### src/rtl/fetch_unit_pkg.sv
// Shared definitions for the instruction fetch unit.
// NOP encoding, default widths, FSM states and a saturating counter helper.
package fetch_unit_pkg;

    localparam int ADDR_W_DEF = 12;
    localparam int DATA_W_DEF = 16;
    localparam logic [15:0] NOP_INSTR = 16'h0000;

    typedef enum logic [1:0] {
        S_IDLE = 2'd0,
        S_WAIT = 2'd1,
        S_DROP = 2'd2
    } fetch_state_t;

    function automatic logic [15:0] sat_inc16(input logic [15:0] v);
        return (v == 16'hFFFF) ? v : v + 16'd1;
    endfunction

endpackage

### src/rtl/fetch_fifo.sv
// Synchronous prefetch FIFO holding {pc, instr} entries.
// Clear empties it in one cycle; pop on empty is ignored.
module fetch_fifo
    import fetch_unit_pkg::*;
#(
    parameter int W     = 28,
    parameter int DEPTH = 4,
    parameter int CW    = $clog2(DEPTH) + 1
) (
    input  logic          clk,
    input  logic          rst,
    input  logic          push,
    input  logic          pop,
    input  logic          clear,
    input  logic [W-1:0]  din,
    output logic [CW-1:0] count,
    output logic [W-1:0]  head
);

    localparam int PW = $clog2(DEPTH);

    logic [W-1:0]  mem [DEPTH];
    logic [PW-1:0] rd_ptr;
    logic [PW-1:0] wr_ptr;
    logic          do_pop;

    assign do_pop = pop && (count != '0);
    assign head   = mem[rd_ptr];

    always_ff @(posedge clk) begin
        if (rst || clear) begin
            rd_ptr <= '0;
            wr_ptr <= '0;
            count  <= '0;
        end else begin
            if (push) wr_ptr <= wr_ptr + PW'(1);
            if (do_pop) rd_ptr <= rd_ptr + PW'(1);
            count <= count + CW'(push) - CW'(do_pop);
        end
    end

    always_ff @(posedge clk) begin
        if (push && !clear) mem[wr_ptr] <= din;
    end

endmodule

### src/rtl/fetch_unit.sv
// Instruction fetch responder: prefetch FSM, fetch PC and redirect handling.
// Optional FETCH_PERF_CNT_EN adds saturating fetched/flushed counters.
module fetch_unit
    import fetch_unit_pkg::*;
#(
    parameter int                ADDR_W     = ADDR_W_DEF,
    parameter int                DATA_W     = DATA_W_DEF,
    parameter int                FIFO_DEPTH = 4,
    parameter logic [ADDR_W-1:0] RESET_PC   = '0
) (
    input  logic              clk,
    input  logic              rst,
`ifdef FETCH_PERF_CNT_EN
    output logic [15:0]       perf_fetched,
    output logic [15:0]       perf_flushed,
`endif
    input  logic              rom_rd,
    output logic [DATA_W-1:0] ROM_data,
    output logic              instr_valid,
    output logic [ADDR_W-1:0] pc_out,
    input  logic              redirect,
    input  logic [ADDR_W-1:0] redirect_addr,
    output logic              imem_req,
    output logic [ADDR_W-1:0] imem_addr,
    input  logic              imem_ack,
    input  logic [DATA_W-1:0] imem_data
);

    localparam int CW = $clog2(FIFO_DEPTH) + 1;

    fetch_state_t state, state_n;
    logic                     req_n;
    logic [ADDR_W-1:0]        addr_n;
    logic [ADDR_W-1:0]        pc, pc_n, pc_inc;
    logic [CW-1:0]            count, count_after;
    logic [ADDR_W+DATA_W-1:0] head;
    logic                     push, pop;

    fetch_fifo #(
        .W     (ADDR_W + DATA_W),
        .DEPTH (FIFO_DEPTH),
        .CW    (CW)
    ) u_fifo (
        .clk   (clk),
        .rst   (rst),
        .push  (push),
        .pop   (pop),
        .clear (redirect),
        .din   ({imem_addr, imem_data}),
        .count (count),
        .head  (head)
    );

    // A redirect kills both the pop and any returning data in that cycle.
    assign instr_valid = (count != '0);
    assign pop         = rom_rd && instr_valid && !redirect;
    assign push        = (state == S_WAIT) && imem_ack && !redirect;
    assign count_after = count + CW'(1) - CW'(pop);
    assign pc_inc      = pc + ADDR_W'(1);
    assign ROM_data    = instr_valid ? head[DATA_W-1:0] : DATA_W'(NOP_INSTR);
    assign pc_out      = instr_valid ? head[ADDR_W+DATA_W-1:DATA_W] : RESET_PC;

    always_ff @(posedge clk) begin
        if (rst) begin
            state     <= S_IDLE;
            imem_req  <= 1'b0;
            imem_addr <= RESET_PC;
            pc        <= RESET_PC;
        end else begin
            state     <= state_n;
            imem_req  <= req_n;
            imem_addr <= addr_n;
            pc        <= pc_n;
        end
    end

    always_comb begin
        state_n = state;
        req_n   = imem_req;
        addr_n  = imem_addr;
        pc_n    = pc;
        unique case (state)
            S_IDLE: begin
                if (redirect) begin
                    pc_n = redirect_addr;
                end else if (count < CW'(FIFO_DEPTH)) begin
                    req_n   = 1'b1;
                    addr_n  = pc;
                    state_n = S_WAIT;
                end
            end
            S_WAIT: begin
                if (redirect) begin
                    pc_n = redirect_addr;
                    if (imem_ack) begin
                        req_n   = 1'b0;
                        state_n = S_IDLE;
                    end else begin
                        state_n = S_DROP;
                    end
                end else if (imem_ack) begin
                    pc_n = pc_inc;
                    if (count_after < CW'(FIFO_DEPTH)) begin
                        addr_n = pc_inc;
                    end else begin
                        req_n   = 1'b0;
                        state_n = S_IDLE;
                    end
                end
            end
            S_DROP: begin
                if (redirect) pc_n = redirect_addr;
                if (imem_ack) begin
                    req_n   = 1'b0;
                    state_n = S_IDLE;
                end
            end
            default: state_n = S_IDLE;
        endcase
    end

`ifdef FETCH_PERF_CNT_EN
    logic flush_evt;

    assign flush_evt = redirect && (instr_valid || state == S_WAIT);

    always_ff @(posedge clk) begin
        if (rst) begin
            perf_fetched <= 16'h0000;
            perf_flushed <= 16'h0000;
        end else begin
            if (push) perf_fetched <= sat_inc16(perf_fetched);
            if (flush_evt) perf_flushed <= sat_inc16(perf_flushed);
        end
    end
`else
    // no performance counters in this build
`endif

endmodule

### config.mk
export PLATFORM = sky130hd
export DESIGN_NAME = fetch_unit
export DESIGN_NICKNAME = d
export VERILOG_FILES = /design/src/rtl/fetch_unit_pkg.sv /design/src/rtl/fetch_fifo.sv /design/src/rtl/fetch_unit.sv
export SDC_FILE = /design/constraint.sdc
export NUM_CORES = 1
export LEC_CHECK = 0
export ABC_CLOCK_PERIOD_IN_PS = 2270
export CAP_MARGIN = 20
export CORE_ASPECT_RATIO = 1.25
export CORE_UTILIZATION = 51
export CTS_CLUSTER_SIZE = 20
export DETAILED_ROUTE_END_ITERATION = 12
export PLACE_DENSITY = 0.82
export SETUP_SLACK_MARGIN = 0.02
export SYNTH_ARGS = -nofsm -noshare
export SYNTH_HDL_FRONTEND = slang
export SYNTH_HIERARCHICAL = 1
export SYNTH_SLANG_ARGS = --single-unit
export TNS_END_PERCENT = 100
### constraint.sdc
create_clock -name clk -period 2.27 [get_ports clk]
set_input_delay 0.454 -clock clk [delete_from_list [all_inputs] [get_ports clk]]
set_output_delay 0.454 -clock clk [all_outputs]
set_load 0.1 [all_outputs]
==> results of run 1 <==
worst max-delay path: cells and delay by family, from the launching register on:
family	cells	cell delay (ns)
multiplexers	1	0.50
flip-flops	1	0.41
buffers and inverters	3	0.43
AND/OR/NAND/NOR	1	0.15
what timing repair did:
| item | 4_1_cts | 5_1_grt |
|---|---|---|
| pin swaps | 0 | 1 |
| endpoints found under the setup margin | 29 | 32 |
| gates cloned | 2 | 0 |
| resized for setup | 15 | 11 |
| setup buffers | 2 | 0 |
cell usage in the layout (no fill, tap or decap), types with 13 or more instances in the layout:
cell / netlist / layout
sky130_fd_sc_hd__a21oi_1: 24 / 24
sky130_fd_sc_hd__inv_1: 14 / 13
sky130_fd_sc_hd__buf_12: 2 / 37
sky130_fd_sc_hd__nand2_1: 17 / 17
sky130_fd_sc_hd__clkbuf_16: 0 / 18
sky130_fd_sc_hd__buf_4: 0 / 42
sky130_fd_sc_hd__clkdlybuf4s50_1: 0 / 32
sky130_fd_sc_hd__mux4_2: 20 / 22
sky130_fd_sc_hd__a211oi_1: 13 / 13
sky130_fd_sc_hd__edfxtp_1: 112 / 112
sky130_fd_sc_hd__dfxtp_1: 36 / 33
per-layer routing:
| metal | vias to the layer above | share of wire (%) | GRT usage [%] |
|---|---|---|---|
| met5 | - | 0 | 0 |
| met4 | 0 | 1.3 | 6.55 |
| met3 | 24 | 5.7 | 6.43 |
| met2 | 148 | 53 | 41.6 |
| met1 | 2100 | 40 | 28.1 |
| li1 | 1946 | - | - |
path summary, 6_finish.rpt:
path | startpoint | endpoint | slack [ns]
worst max register to register | state[0]$_SDFFE_PP0P_ | pc[8]$_SDFFE_PP0P_ | 0.16
worst max-delay path | flop | pc_out[0] | -0.09
worst min-delay path | imem_req$_SDFFE_PP0P_ | imem_req$_SDFFE_PP0P_ | 0.50
worst min register to register | imem_req$_SDFFE_PP0P_ | imem_req$_SDFFE_PP0P_ | 0.50
kinds of logic after synthesis:
family	synth area share, %
simple gates	9.89
flops	62.8
mux	11.1
buf+inv	3.33
fa+ha+maj	2.42
compound gates	8.31
xor+xnor	2.12
through the flow:
step	area [sq um]	instances	total power, mW	utilization (%)
finish	8730	726	7.38	71.2
global route	8730	726	7.60	71.2
CTS	8710	726	7.40	70.9
detailed placement	7990	691	4.67	65.1
global placement	7990	691	4.62	65.1
floorplan	6560	447	4.20	-
state kept, by name, summed over array words and instances (netlist names), named ones only:
signal         flops
imem_addr         12
imem_req           1
pc                12
state              2
u_fifo/count       3
u_fifo/mem       112
u_fifo/rd_ptr      2
u_fifo/wr_ptr      2
final cells by class:
cell class | instances | share of cell area, %
clock buffers | 18 | 4.91
clock inverters | 13 | 1.82
inverters | 14 | 0.602
multi-input cells | 253 | 26.6
flip-flops and latches | 148 | 46.8
well taps | 164 | 2.35
repair buffers | 116 | 16.9
where the power goes:
part	internal, mW	switching (mW)	leakage [nW]	total, mW
clock network	1.72	1.03	0.272	2.75
logic	0.465	0.934	1.44	1.40
registers	3.08	0.159	1.31	3.24
total	5.26	2.12	3.03	7.38
==> results.py, run 1 <==
metrics = {
    "power_and_ir_drop": {
        "power_density_nw_per_um2": 845,
        "p_leak_nw": 3.03,
        "max_rail_drop_vdd_mv": 0.658,
    },
    "floorplan": {
        "initial_utilization_pct": 53.0,
        "die-area_sq_um": 13200,
        "fp.dieW_um": 103,
        "die_h_um": 128,
        "io-pin-count": 75,
        "core.rowCount": 45,
        "design.core.area_sq_um": 12300,
    },
    "logic_synthesis": {
        "ys.warnings.count": 6,
        "synth_most_common_cell": "sky130_fd_sc_hd__edfxtp_1",
        "netlist.top_cell.by_area": "sky130_fd_sc_hd__edfxtp_1",
        "synth_area_sq_um": 6500,
        "synth_top_area_cells": "sky130_fd_sc_hd__edfxtp_1, sky130_fd_sc_hd__dfxtp_1, sky130_fd_sc_hd__mux4_2",
        "postSynthCellCount": 447,
        "post_synth.cell_area_avg_sq_um": 14.5,
        "ys_seq_elements": 148,
        "synth-edff-count": 112,
        "synth_top_cells_by_count": "sky130_fd_sc_hd__edfxtp_1, sky130_fd_sc_hd__dfxtp_1, sky130_fd_sc_hd__nor2b_1",
        "synth-seq-area-share_pct": 62.8,
        "syn_nets": 492,
        "ys_types": 56,
        "synth_flop_cell": "sky130_fd_sc_hd__edfxtp_1",
        "share_of_synthesized_flip_flops_with_an_asynchronous_set_or_reset_pct": 0,
        "synth_top_area_share_pct": 51.7,
    },
    "sta": {
        "final-hold-violation-count": 0,
        "grt_setup_unrepaired": "true",
        "final-max-slew-violation-count": 0,
        "number_of_setup_violations_in_the_final_report": 27,
        "final.period_utilization_pct": 104,
        "hold-worst-slack_ns": 0.503,
        "fin_tns_setup_ns": -1.58,
        "timing.final.crit_period_ns": 2.36,
        "timing.final.ws_setup_ns": -0.0946,
        "timing_worst_slew_pin_value_ns": 0.493,
        "finClkSkew_ns": 0.00760,
        "slew-limit-headroom_pct": 66.8,
        "clock.fmax_mhz": 423,
    },
    "worst_setup_path": {
        "classification_of_the_worst_setup_path": "reg -> out",
        "crit_required_ns": 1.82,
        "critPathCaptureType": "output pin",
        "rr_worst_depth": 6,
        "crit_path_max_incr_delay_ns": 0.50,
        "worst_setup_path_start_kind": "flop",
        "cp.arrival_ns": 1.91,
        "cp_common_cell": "sky130_fd_sc_hd__buf_12",
        "worstPathMaxFanout": 5,
        "cpMaxStageDelayCell": "sky130_fd_sc_hd__mux4_2",
        "crit_path_cell_trace": "buf_12 -> buf_16 -> mux4_2 -> nor2b_4 -> buf_12",
    },
    "global_routing": {
        "wire_length_of_the_first_global_routing_pass_um": 22700,
        "globalRouteTotalUtil_pct": 23.6,
        "pin_count_of_the_biggest_net_entering_global_routing": 30,
        "grt_overflow_total": 0,
        "antenna_violations_before_repair": 0,
        "vias_in_the_first_global_route": 4399,
    },
    "drt": {
        "vias": 4218,
        "drt-pass1-iter-count": 5,
        "via_per_inst": 5.81,
        "wirelength_um": 14500,
        "drt-wirelength-per-cell_um": 20.0,
        "drc": 0,
        "drtIter0Drc": 218,
        "postRouteAntennaNets": 0,
    },
    "placement": {
        "numPortBuffers": 74,
        "place.gp.congestion": 0.897,
        "post-dp-hpwl_um": 9000,
        "dp_slack_ns": -0.298,
    },
    "clocking": {
        "cts-root-to-sink-buffers": 2,
        "clock-sinks": 148,
        "cts_hold_buffers": 0,
        "cts.root.buffer_cell": "sky130_fd_sc_hd__clkbuf_16",
        "tritoncts.num_buffers": 17,
        "htreeDepth": 4,
        "tritoncts": "built",
        "clock_insertion_delay_worst_skew_ns": 0.41,
        "clk_transition_reported_paths_ns": 0.06,
    },
    "cells_and_area": {
        "seqCellArea_sq_um": 4090,
        "drive_above_1_share_pct": 29.7,
        "layout.nets": 595,
        "multi_input_area_sq_um": 2320,
        "final.fill_count": 832,
        "area.growth.synth_to_final_pct": 34.3,
        "num_antenna_cells": 0,
    },
    "run_status": {
        "status": "complete, but fails checks",
        "violations_in_the_final_reports": "negative setup slack",
    },
    "min_path": {
        "worst_hold_path_type": "reg -> reg",
        "timing.hold.worst_path_depth": 2,
    },
    "flow_run": {
        "number_of_violations_of_the_max_capacitance_limit": 0,
    },
}
No activity file was read; power rests on OpenSTA's default activity.
==> run 2: changes to the inputs <==
--- a/config.mk
+++ b/config.mk
@@ -5,13 +5,13 @@
 export SDC_FILE = /design/constraint.sdc
 export NUM_CORES = 1
 export LEC_CHECK = 0
-export ABC_CLOCK_PERIOD_IN_PS = 2270
+export ABC_CLOCK_PERIOD_IN_PS = 2600
 export CAP_MARGIN = 20
 export CORE_ASPECT_RATIO = 1.25
-export CORE_UTILIZATION = 51
+export CORE_UTILIZATION = 56
 export CTS_CLUSTER_SIZE = 20
 export DETAILED_ROUTE_END_ITERATION = 12
-export PLACE_DENSITY = 0.82
+export PLACE_DENSITY = 0.85
 export SETUP_SLACK_MARGIN = 0.02
 export SYNTH_ARGS = -nofsm -noshare
 export SYNTH_HDL_FRONTEND = slang
==> constraint.sdc (replaced) <==
create_clock -name clk -period 2.6 [get_ports clk]
set_input_delay 0.52 -clock clk [delete_from_list [all_inputs] [get_ports clk]]
set_output_delay 0.52 -clock clk [all_outputs]
set_load 0.1 [all_outputs]
==> run 2 against run 1 <==
  * The run ends with design-rule violations left
  * Wire length increased by 4.6%
  * Via count decreased by 0.76%
  * Core utilization increased by 4.5 points
  * Combinational power decreased by 16%
  * First-iteration DRC count increased by 10%
  * Setup slack improved by 0.16 ns
  * Critical endpoint is now ROM_data[0]
  * Highest routed layer unchanged
==> results.py, run 2 (synthesis gave the netlist of run 1 again) <==
metrics = {
    "sta": {
        "final-max-slew-violation-count": 0,
        "clock.fmax_mhz": 394,
        "finClkSkew_ns": 0.0141,
        "final.period_utilization_pct": 97.5,
        "slew-limit-headroom_pct": 67.6,
        "grt_setup_unrepaired": "false",
        "timing.final.crit_period_ns": 2.54,
        "hold-worst-slack_ns": 0.490,
        "number_of_setup_violations_in_the_final_report": 0,
        "timing_worst_slew_pin_value_ns": 0.486,
        "final-hold-violation-count": 0,
    },
    "power_and_ir_drop": {
        "share_of_power_burned_in_registers_pct": 43.4,
        "comb_power_share_pct": 18.0,
        "power_density_nw_per_um2": 773,
        "cell_internal_pwr_mw": 4.65,
        "total_power_mw": 6.54,
        "p_leak_nw": 2.91,
        "max_rail_drop_vdd_mv": 0.475,
        "share_of_power_burned_in_the_clock_network_pct": 38.6,
        "swShare_pct": 28.9,
        "switchingPower_mw": 1.89,
    },
    "floorplan": {
        "die-area_sq_um": 12100,
        "design.core.area_sq_um": 11200,
        "fp.dieW_um": 98.4,
        "core.rowCount": 43,
        "io-pin-count": 75,
        "die_h_um": 122,
        "initial_utilization_pct": 58.1,
    },
    "placement": {
        "post-dp-hpwl_um": 8950,
        "numPortBuffers": 74,
        "place.gp.congestion": 0.889,
    },
    "cells_and_area": {
        "largest_register": "u_fifo/mem",
        "area.growth.synth_to_final_pct": 30.1,
        "final.fill_count": 674,
        "final_cell_mix": "sky130_fd_sc_hd__edfxtp_1, sky130_fd_sc_hd__dfxtp_1, sky130_fd_sc_hd__buf_12, sky130_fd_sc_hd__buf_4, sky130_fd_sc_hd__clkdlybuf4s50_1",
        "leading_cell_type_in_the_layout_fill_and_taps_excluded": "sky130_fd_sc_hd__edfxtp_1",
        "reg.largest.list": "u_fifo/mem (112), imem_addr (12), pc (12)",
        "drive_above_1_share_pct": 26.5,
        "num_antenna_cells": 0,
        "layout.nets": 579,
        "final_core_utilization_pct": 75.6,
        "largest_register_ffs": 112,
    },
    "clocking": {
        "htreeDepth": 4,
        "cts_hold_buffers": 0,
        "cts-root-to-sink-buffers": 2,
        "clock_insertion_delay_worst_skew_ns": 0.42,
        "clock-sinks": 148,
        "tritoncts": "built",
        "cts.root.buffer_cell": "sky130_fd_sc_hd__clkbuf_16",
        "post_cts_buffers": 0,
        "tritoncts.num_buffers": 17,
        "clk_transition_reported_paths_ns": 0.06,
        "cts_resized": 0,
    },
    "global_routing": {
        "antenna_violations_before_repair": 0,
        "pin_count_of_the_biggest_net_entering_global_routing": 35,
        "globalRouteTotalUtil_pct": 25.5,
        "wire_length_of_the_first_global_routing_pass_um": 22700,
        "grt-busiest-layer": "met2",
        "global_route.usage.met2_pct": 45.4,
        "met3_demand_to_capacity_share_in_global_routing_pct": 5.98,
        "met1_usage_pct": 30.1,
        "grt_overflow_total": 0,
        "vias_in_the_first_global_route": 4194,
    },
    "drt": {
        "wirelength_um": 15200,
        "drc": 1,
        "postRouteAntennaNets": 0,
        "drt-wirelength-per-cell_um": 22.2,
        "drt-pass1-iter-count": 12,
        "drtIter0Drc": 240,
        "vias": 4186,
        "via_per_inst": 6.14,
    },
    "min_path": {
        "holdPathEnd": "imem_req$_SDFFE_PP0P_",
        "worst_hold_path_type": "reg -> reg",
        "holdCritStartpoint": "imem_req$_SDFFE_PP0P_",
        "timing.hold.worst_path_depth": 2,
    },
    "worst_setup_path": {
        "worst_setup_path_start_kind": "flop",
        "r2r-start": "u_fifo/count[2]$_SDFF_PP0_",
        "crit_path_cell_trace": "buf_12 -> mux4_1 -> nor2b_1 -> buf_12",
        "r2r_slack_ns": 0.34,
        "classification_of_the_worst_setup_path": "reg -> out",
        "cp.arrival_ns": 2.02,
        "worst-path-buf-inv": 2,
        "cp_top_family": "multiplexers",
        "worstPathMaxFanout": 14,
        "cpMaxStageDelayCell": "sky130_fd_sc_hd__mux4_1",
        "cp_common_cell": "sky130_fd_sc_hd__buf_12",
        "rr_worst_depth": 8,
        "crit_path_max_incr_delay_ns": 0.62,
        "critPathCaptureType": "output pin",
        "crit_required_ns": 2.08,
        "rr_endpoint": "u_fifo/count[1]$_SDFF_PP0_",
    },
    "flow_run": {
        "number_of_violations_of_the_max_capacitance_limit": 0,
    },
    "run_status": {
        "violations_in_the_final_reports": "design-rule violations",
        "status": "complete, but fails checks",
    },
}
[run 2: power groups by stage]
| stage | registers (mW) | clock network (mW) | logic (mW) |
|---|---|---|---|
| 2_1_floorplan | 3.18 | 0 | 0.478 |
| 3_3_place_gp | 2.86 | 0 | 1.13 |
| 3_5_place_dp | 2.88 | 0 | 1.16 |
| 4_1_cts | 2.83 | 2.55 | 1.17 |
| 5_1_grt | 2.85 | 2.65 | 1.24 |
| 6_report | 2.84 | 2.53 | 1.18 |
[run 2: final cells by class]
class	instances	area (sq um)	area share (%)
Clock inverter	14	184	2.17
Sequential cell	148	4090	48.3
Timing Repair Buffer	100	1270	15.1
Tap cell	135	169	2.00
Multi-Input combinational cell	253	2270	26.8
Clock buffer	18	429	5.07
Inverter	14	52.6	0.621
[run 2: per-stage QoR]
stage / setup WS (ns) / area [sq um] / setup TNS, ns / std cells
2_1_floorplan: -0.0367 / 6550 / -0.294 / 447
3_3_place_gp: 0.0561 / 7820 / 0 / 649
3_5_place_dp: -0.0738 / 7820 / -0.140 / 649
4_1_cts: 0.0442 / 8430 / 0 / 681
5_1_grt: 0.0256 / 8460 / 0 / 682
6_report: 0.0648 / 8460 / 0 / 682
[run 2: routing by layer]
metal | vias to the layer above | wire (um)
met1 | 2056 | 5830
met2 | 198 | 7910
met3 | 22 | 1100
met4 | 0 | 318
li1 | 1910 | -
met5 | - | 0
[run 2: how the worst max path moves through the flow]
| stage | startpoint | to | slack, ns | cells after the start |
|---|---|---|---|---|
| after global placement | redirect | u_fifo/count[1]$_SDFF_PP0_ | 0.06 | 8 |
| after global routing | flop | ROM_data[0] | 0.03 | 4 |
| final | flop | ROM_data[0] | 0.06 | 4 |
| after CTS | flop | ROM_data[0] | 0.04 | 4 |
| after detailed placement | redirect | u_fifo/count[2]$_SDFF_PP0_ | -0.07 | 9 |
| after floorplan | u_fifo/count[2]$_SDFF_PP0_ | ROM_data[0] | -0.04 | 3 |
[run 2: tightest hold or removal path: stages, from the launching register on]
cell	delay [ns]
sky130_fd_sc_hd__dfxtp_1	0.33
sky130_fd_sc_hd__nand2_1	0.06
sky130_fd_sc_hd__o2bb2ai_1	0.06
